**src/rtl/mem_arbiter.sv**
```systemverilog
// -----------------------------------------------------------------------------
// mem_arbiter
// Arbitrates an instruction-fetch port and a data port onto one unified memory
// request port. Only one transaction is outstanding at a time. The FSM walks
// IDLE -> BUSY_I/BUSY_D -> RESP -> IDLE. Requests are sampled only in IDLE.
// When both ports request at once, data wins.
//
// Optional feature (macro MEM_ARB_STARVE_GUARD_EN):
//   A saturating counter tracks consecutive data grants made while a fetch
//   was waiting. When it reaches STARVE_MAX, the next contested grant goes to
//   fetch. Without the macro, data priority is strict.
//
// Parameters:
//   XLEN       data/address width
//   STARVE_MAX maximum consecutive data grants while a fetch is pending
//
// Ports:
//   clk, rst                             clock, async active-low reset
//   i_req, i_addr, i_rdata, i_ack        instruction fetch port
//   d_req, d_we, d_be, d_addr, d_wdata,
//   d_rdata, d_ack                       data load/store port
//   m_req, m_we, m_be, m_addr, m_wdata   registered memory request
//   m_rdata, m_ack                       memory response
// -----------------------------------------------------------------------------
module mem_arbiter #(
   parameter int XLEN       = 32,
   parameter int STARVE_MAX = 4
) (
   input  logic            clk,
   input  logic            rst,
   input  logic            i_req,
   input  logic [XLEN-1:0] i_addr,
   output logic [XLEN-1:0] i_rdata,
   output logic            i_ack,
   input  logic            d_req,
   input  logic            d_we,
   input  logic [3:0]      d_be,
   input  logic [XLEN-1:0] d_addr,
   input  logic [XLEN-1:0] d_wdata,
   output logic [XLEN-1:0] d_rdata,
   output logic            d_ack,
   output logic            m_req,
   output logic            m_we,
   output logic [3:0]      m_be,
   output logic [XLEN-1:0] m_addr,
   output logic [XLEN-1:0] m_wdata,
   input  logic [XLEN-1:0] m_rdata,
   input  logic            m_ack
);

   typedef enum logic [1:0] {
      IDLE   = 2'd0,
      BUSY_I = 2'd1,
      BUSY_D = 2'd2,
      RESP   = 2'd3
   } state_t;

   state_t state_r;
   state_t state_s;
   logic   grant_i_s;
   logic   grant_d_s;
   logic   done_s;
   logic   starve_s;

`ifdef MEM_ARB_STARVE_GUARD_EN
   localparam int CNT_W = (STARVE_MAX < 1) ? 1 : $clog2(STARVE_MAX + 1);

   logic [CNT_W-1:0] starve_cnt_r;

   // Counts data grants that overtook a waiting fetch; a fetch grant clears it.
   always_ff @(posedge clk or negedge rst) begin
      if (!rst) begin
         starve_cnt_r <= {CNT_W{1'b0}};
      end else if (grant_i_s) begin
         starve_cnt_r <= {CNT_W{1'b0}};
      end else if (grant_d_s && i_req && (starve_cnt_r != CNT_W'(STARVE_MAX))) begin
         starve_cnt_r <= starve_cnt_r + CNT_W'(1);
      end else begin
         starve_cnt_r <= starve_cnt_r;
      end
   end

   assign starve_s = (starve_cnt_r == CNT_W'(STARVE_MAX));
`else
   assign starve_s = 1'b0;
`endif

   // State register.
   always_ff @(posedge clk or negedge rst) begin
      if (!rst) begin
         state_r <= IDLE;
      end else begin
         state_r <= state_s;
      end
   end

   // Next-state logic plus the grant/completion strobes that load the datapath.
   always_comb begin
      state_s   = state_r;
      grant_i_s = 1'b0;
      grant_d_s = 1'b0;
      done_s    = 1'b0;
      case (state_r)
         IDLE: begin
            // Data wins a contested grant unless the starvation guard fires.
            if (d_req && !(i_req && starve_s)) begin
               grant_d_s = 1'b1;
               state_s   = BUSY_D;
            end else if (i_req) begin
               grant_i_s = 1'b1;
               state_s   = BUSY_I;
            end else begin
               state_s   = IDLE;
            end
         end
         BUSY_I, BUSY_D: begin
            if (m_ack) begin
               done_s  = 1'b1;
               state_s = RESP;
            end else begin
               state_s = state_r;
            end
         end
         RESP: begin
            state_s = IDLE;
         end
         default: begin
            state_s = IDLE;
         end
      endcase
   end

   // Memory request latch, response capture and one-cycle ack pulses.
   // Acks are raised on the edge entering RESP, so they are high exactly in RESP.
   always_ff @(posedge clk or negedge rst) begin
      if (!rst) begin
         m_req   <= 1'b0;
         m_we    <= 1'b0;
         m_be    <= 4'h0;
         m_addr  <= {XLEN{1'b0}};
         m_wdata <= {XLEN{1'b0}};
         i_rdata <= {XLEN{1'b0}};
         d_rdata <= {XLEN{1'b0}};
         i_ack   <= 1'b0;
         d_ack   <= 1'b0;
      end else begin
         i_ack <= 1'b0;
         d_ack <= 1'b0;
         if (grant_d_s) begin
            m_req   <= 1'b1;
            m_we    <= d_we;
            m_be    <= d_be;
            m_addr  <= d_addr;
            m_wdata <= d_wdata;
         end else if (grant_i_s) begin
            m_req   <= 1'b1;
            m_we    <= 1'b0;
            m_be    <= 4'hF;
            m_addr  <= i_addr;
            m_wdata <= {XLEN{1'b0}};
         end else if (done_s) begin
            m_req <= 1'b0;
            if (state_r == BUSY_I) begin
               i_ack   <= 1'b1;
               i_rdata <= m_rdata;
            end else begin
               d_ack <= 1'b1;
               // Stores leave the previous load data untouched.
               if (!m_we) begin
                  d_rdata <= m_rdata;
               end else begin
                  d_rdata <= d_rdata;
               end
            end
         end else begin
            m_req <= m_req;
         end
      end
   end

endmodule

```
**config.mk**
```make
export PLATFORM = sky130hd
export DESIGN_NAME = mem_arbiter
export DESIGN_NICKNAME = d
export VERILOG_FILES = /design/src/rtl/mem_arbiter.sv
export SDC_FILE = /design/constraint.sdc
export NUM_CORES = 1
export LEC_CHECK = 0
export BUFFER_PORTS_ARGS = -buffer_cell sky130_fd_sc_hd__buf_2
export CORE_MARGIN = 2
export CORE_UTILIZATION = 49
export CTS_CLUSTER_SIZE = 30
export DETAILED_ROUTE_END_ITERATION = 7
export PLACE_DENSITY_LB_ADDON = 0.25
export SYNTH_ARGS = -nofsm -noshare
export SYNTH_HDL_FRONTEND = slang
export SYNTH_SLANG_ARGS = --single-unit
```
**constraint.sdc**
```tcl
create_clock -name clk -period 5.14 [get_ports clk]
set_input_delay 0.771 -clock clk [delete_from_list [all_inputs] [get_ports clk]]
set_output_delay 0.771 -clock clk [all_outputs]
set_load 0.02 [all_outputs]
```
Yosys cells after proc, flatten, opt, wreduce, memory -nomap -nowiden
Index checks and enable logic that the tools add are counted.
{"block": "word_totals", "reg_bits": 138, "latchBits": 0, "mem_bits_rw": 0, "rom_bits": 0, "out_inout_bits": 136, "memories": 0}
{"block": "op_classes", "addsub": 0, "mul": 0, "div": 0, "n_lt_le_gt_ge": 0, "n_eq_ne": 4, "shift": 0, "muxes": 30, "n_bitwise": 4, "reduce_logical": 6}
{"op": "$mux 32", "n": 4}
{"op": "$mux 1", "n": 21}
{"op": "$mux 4", "n": 2}
{"op": "$pmux 2 s3", "n": 1}
{"op": "$reduce_and 5->1", "n": 1}
{"op": "$eq 2x2->1 const B", "n": 2}
{"op": "$mux 2", "n": 2}
{"op": "$not 1->1", "n": 4}
{"op": "$reduce_and 4->1", "n": 1}
{"op": "$reduce_bool 3->1", "n": 1}
{"op": "$eq 2x1->1 const B", "n": 1}
{"op": "$logic_not 2->1", "n": 1}
{"op": "$ne 2x2->1 const B", "n": 1}
{"op": "$reduce_bool 2->1", "n": 1}
{"op": "$reduce_or 2->1", "n": 1}

Longest topological paths before layout
{"block": "depth", "ltp_word": 6, "ltp_mapped": 8}

Worst setup path before layout
No wires, ideal clock.
{"block": "synth_timing", "path_kind": "input -> register", "startpoint": "in d_req", "endpoint": "reg d_rdata[0]", "arrival_time_ns": 2.142, "slack_ns": 2.873, "cell_stages": 6, "n_path_buf": 3, "path_cell_list": "buf_6 -> o21a_1 -> or4_4 -> buf_6 -> buf_6 -> mux2_4"}
{"block": "synth_via", "elab_chain_len": 4, "word_cells_on_any_way": 7}
{"element": "from (decl)", "line_no": "35", "source": "input logic d_req,"}
{"element": "$mux 1", "line_no": "106", "source": "if (d_req && !(i_req && starve_s)) begin"}
{"element": "$mux 1", "line_no": "103", "source": "case (state_r)"}
{"element": "$not 1->1 (no source line)"}
{"element": "$reduce_and 5->1 (no source line) *"}
{"element": "to (signal assigned)", "line_no": "143", "source": "d_rdata <= {XLEN{1'b0}};"}
{"element": "to (signal assigned)", "line_no": "170", "source": "d_rdata <= m_rdata;"}
{"element": "to (signal assigned)", "line_no": "172", "source": "d_rdata <= d_rdata;"}
{"element": "to (decl)", "line_no": "40", "source": "output logic [XLEN-1:0] d_rdata,"}
Every way passes the cells marked *; elsewhere a longest branch is shown, timed or not.
A chain may end at the register's enable or synchronous reset.

Final worst setup path
{"block": "layout_timing", "startpoint": "reg state_r[1]", "endpoint": "reg d_rdata[29]"}
{"block": "layout_via", "elab_chain_len": 4, "word_cells_on_any_way": 11}
{"element": "from (decl)", "line_no": "58", "source": "state_t state_r;"}
{"element": "from (signal assigned)", "line_no": "93", "source": "state_r <= state_s;"}
{"element": "$eq 2x1->1 (tied with other cells)", "line_no": "103, 163"}
{"element": "$reduce_or 2->1 / $mux 1 (equally long branches)", "line_no": "103"}
{"element": "$mux 1 / $not 1->1 (equally long branches)"}
{"element": "$reduce_and 5->1 (no source line) *"}
Marked as above.

==> flow_metrics.tcl <==
set metrics [dict create \
    outcome "complete, no violations" \
    hpwl_um 10060 \
    floorplan.initialDensity 0.5040 \
    yosysTopAreaCellShare 0.6320 \
    cp_max_fo 67 \
    crit_chain "inv_1, ha_1, o21a_2, buf_4, or4_4, mux2_2" \
    placed_area_um2 6904 \
    num-nets-final 822 \
    grt_setup_unrepaired "false" \
    holdCritPathClass "in -> async" \
    cts_max_level 4 \
    synth_top_cell_by_area "dfrtp_1" \
    synth_top_family_by_area "multiplexers" \
    final_cell_mix "buf_2, dfrtp_1, nand2_1" \
    synth-seq-cells 138 \
    vias 4274 \
    endpoint_kind "flop" \
    crit_family "simple AND/OR/NAND/NOR gates" \
    crit_required_ns 5.55 \
    timing.fmax_ghz 0.3766 \
    post_drt_via_cell_ratio 5.119 \
    power.density_nw_per_um2 742.4 \
    grt_max_degree 103 \
    final_common_cell "buf_2" \
    synth_area_per_cell_um2 13.17 \
    clock_skew_ns 0.006080 \
    p_leak_nw 3.949 \
    overflow 0 \
    clock-root-buffer "clkbuf_8" \
    cts.repair.resized 0 \
    clk_pin_slew_ns 0.06 \
    vdd_drop_max_v 0.0004524 \
    muxShareOfSynthArea 0.1525 \
    hold_buffers 0 \
    drc 0 \
    crit_arrival_ns 3.06 \
    wl_per_cell_um 17.07 \
    fin_setup_tns_ns 0 \
    synth_fa_ha_area_frac 0.004580 \
    grtUsageTotal 0.2413 \
    clkLatencyLatePin_ns 0.52 \
    die_h_um 109.6 \
    cts_sinks 138 \
    cts_buffers 17 \
    cp_slowest_stage_delay_ns 0.65 \
    synth_edf_count 0 \
    yosys.cell_types.count 24 \
    drt-initial-drc-count 294 \
    finalCritPeriodShare 0.5166 \
    rows 38 \
    yosysWarnings 0 \
    crit_type "reg -> reg" \
    syn_inst 415 \
    synth_area_leaders "dfrtp_1, mux2_4, mux2_2, a22o_1, nand2_1" \
    antenna_found_initial 2 \
    cts_tree "yes" \
    routed_wl_um 14250 \
    cp.buffers_inverters 2 \
    hold_viol 0 \
    synth_nets 555 \
    die-area_um2 12010 \
    grt_pass1_vias 4154 \
    netlist_area_um2 5464 \
    grt_pass1_wl_um 21560 \
    final_area_um2 7525 \
    synthXorXnorAreaFrac 0 \
    synthSimpleGateAreaFrac 0.07602 \
    ys.flop_type "dfrtp_1" \
    setup_viol 0 \
    synth_compound_area_frac 0.1060 \
    period_minus_slack_ns 2.655 \
    seq_area_frac_synth 0.6320 \
    syn2layout_area_growth_pct 37.71 \
    firstDrtPassIters 6 \
    finalMaxSlewViolations 0 \
    cap_violations 0 \
    worstMarginPinSlew_ns 1.174 \
    relSlewSlack 0.2171 \
    antenna_left 0 \
    io_pins 274 \
    final.fill_count 802 \
    cp_slowest_cell "or4_4" \
    post_cts_buffers 0 \
    drive_above_1_share 0.5418 \
    port-buffer-count 273 \
    async_flop_share 1.000 \
    place.gp.congestion 0.7566 \
    die_x_um 109.6 \
    clockBufferDepth 2 \
    core_um2 10840 \
    startpoint_type "flop" \
    rrSetupSlack_ns 2.48 \
]
## metrics by stage
step | power [W] | std cells | util | hold WS (ns) | setup slack (ns)
6_report | 0.005586 | 835 | 0.6941 | 0.3622 | 2.485
5_1_grt | 0.005908 | 835 | 0.6941 | 0.4182 | 2.281
4_1_cts | 0.005640 | 834 | 0.6939 | 0.3736 | 2.457
3_5_place_dp | 0.004330 | 803 | 0.6369 | 0.4712 | 2.288
3_3_place_gp | 0.004242 | 803 | 0.6369 | 0.4584 | 2.317
2_1_floorplan | 0.003498 | 415 | - | 0.4754 | 2.873
## cell families after synthesis
group,count (synthesis)
compound gates,76
fa+ha+maj,2
buf+inv,31
flops,138
mux,64
simple gates,104
## flip-flops by register name, summed over array words and instances, names as in the netlist
name / cells
m_we: 1
i_ack: 1
m_wdata: 32
m_req: 1
d_ack: 1
i_rdata: 32
m_be: 4
d_rdata: 32
m_addr: 32
state_r: 2
## synthesized netlist by cell type (3+ instances only)
library cell and number:
buf_1 7, mux2_2 34, dfrtp_1 138, nand2_1 64, mux2_4 30, buf_2 3, nor2_1 34, buf_6 5
o22a_1 4, a22o_1 37, clkbuf_1 14, a31oi_1 30
## final cells by class
cell class / count / area (um^2) / area share
Sequential cell: 138 / 3453 / 0.4589
Antenna cell: 1 / 2.502 / 0.0003326
Multi-Input combinational cell: 246 / 1866 / 0.2479
Clock buffer: 18 / 417.9 / 0.05554
Clock inverter: 13 / 200.2 / 0.02660
Inverter: 2 / 7.507 / 0.0009977
Tap cell: 140 / 175.2 / 0.02328
Timing Repair Buffer: 277 / 1403 / 0.1864
## per-layer routing
layer	routed length (um)	share of wire	vias to the layer above	GRT usage
li1	-	-	1995	-
met1	5713	0.40	2065	0.2968
met2	6963	0.49	186	0.3823
met3	1256	0.088	26	0.09129
met4	308	0.022	2	0.1022
met5	11	0.00077	-	0
## worst register-to-register path, cell delays in order (launching register included)
cell and delay, ns:
dfrtp_1 0.38, inv_1 0.07, ha_1 0.33, o21a_2 0.19, buf_4 0.50, or4_4 0.66, mux2_2 0.41
## path summary, 6_finish.rpt
check	from	end	depth (start not counted)
max	state_r[1]	d_rdata[29]	6
min	rst	d_rdata[27]	1
min reg2reg	m_req	m_req	2
min in group clk	d_be[3]	m_be[3]	2
max in group asynchronous	rst	i_rdata[31]	2
max reg2reg	state_r[1]	d_rdata[29]	6
## power breakdown
group | internal, W | switching (W) | leakage (nW) | total [W]
Combinational | 0.000988 | 0.00142 | 1.98 | 0.00240
Sequential | 0.00161 | 0.000288 | 1.66 | 0.00190
Clock | 0.000831 | 0.000453 | 0.305 | 0.00128
(Power assumes the default switching activity.)
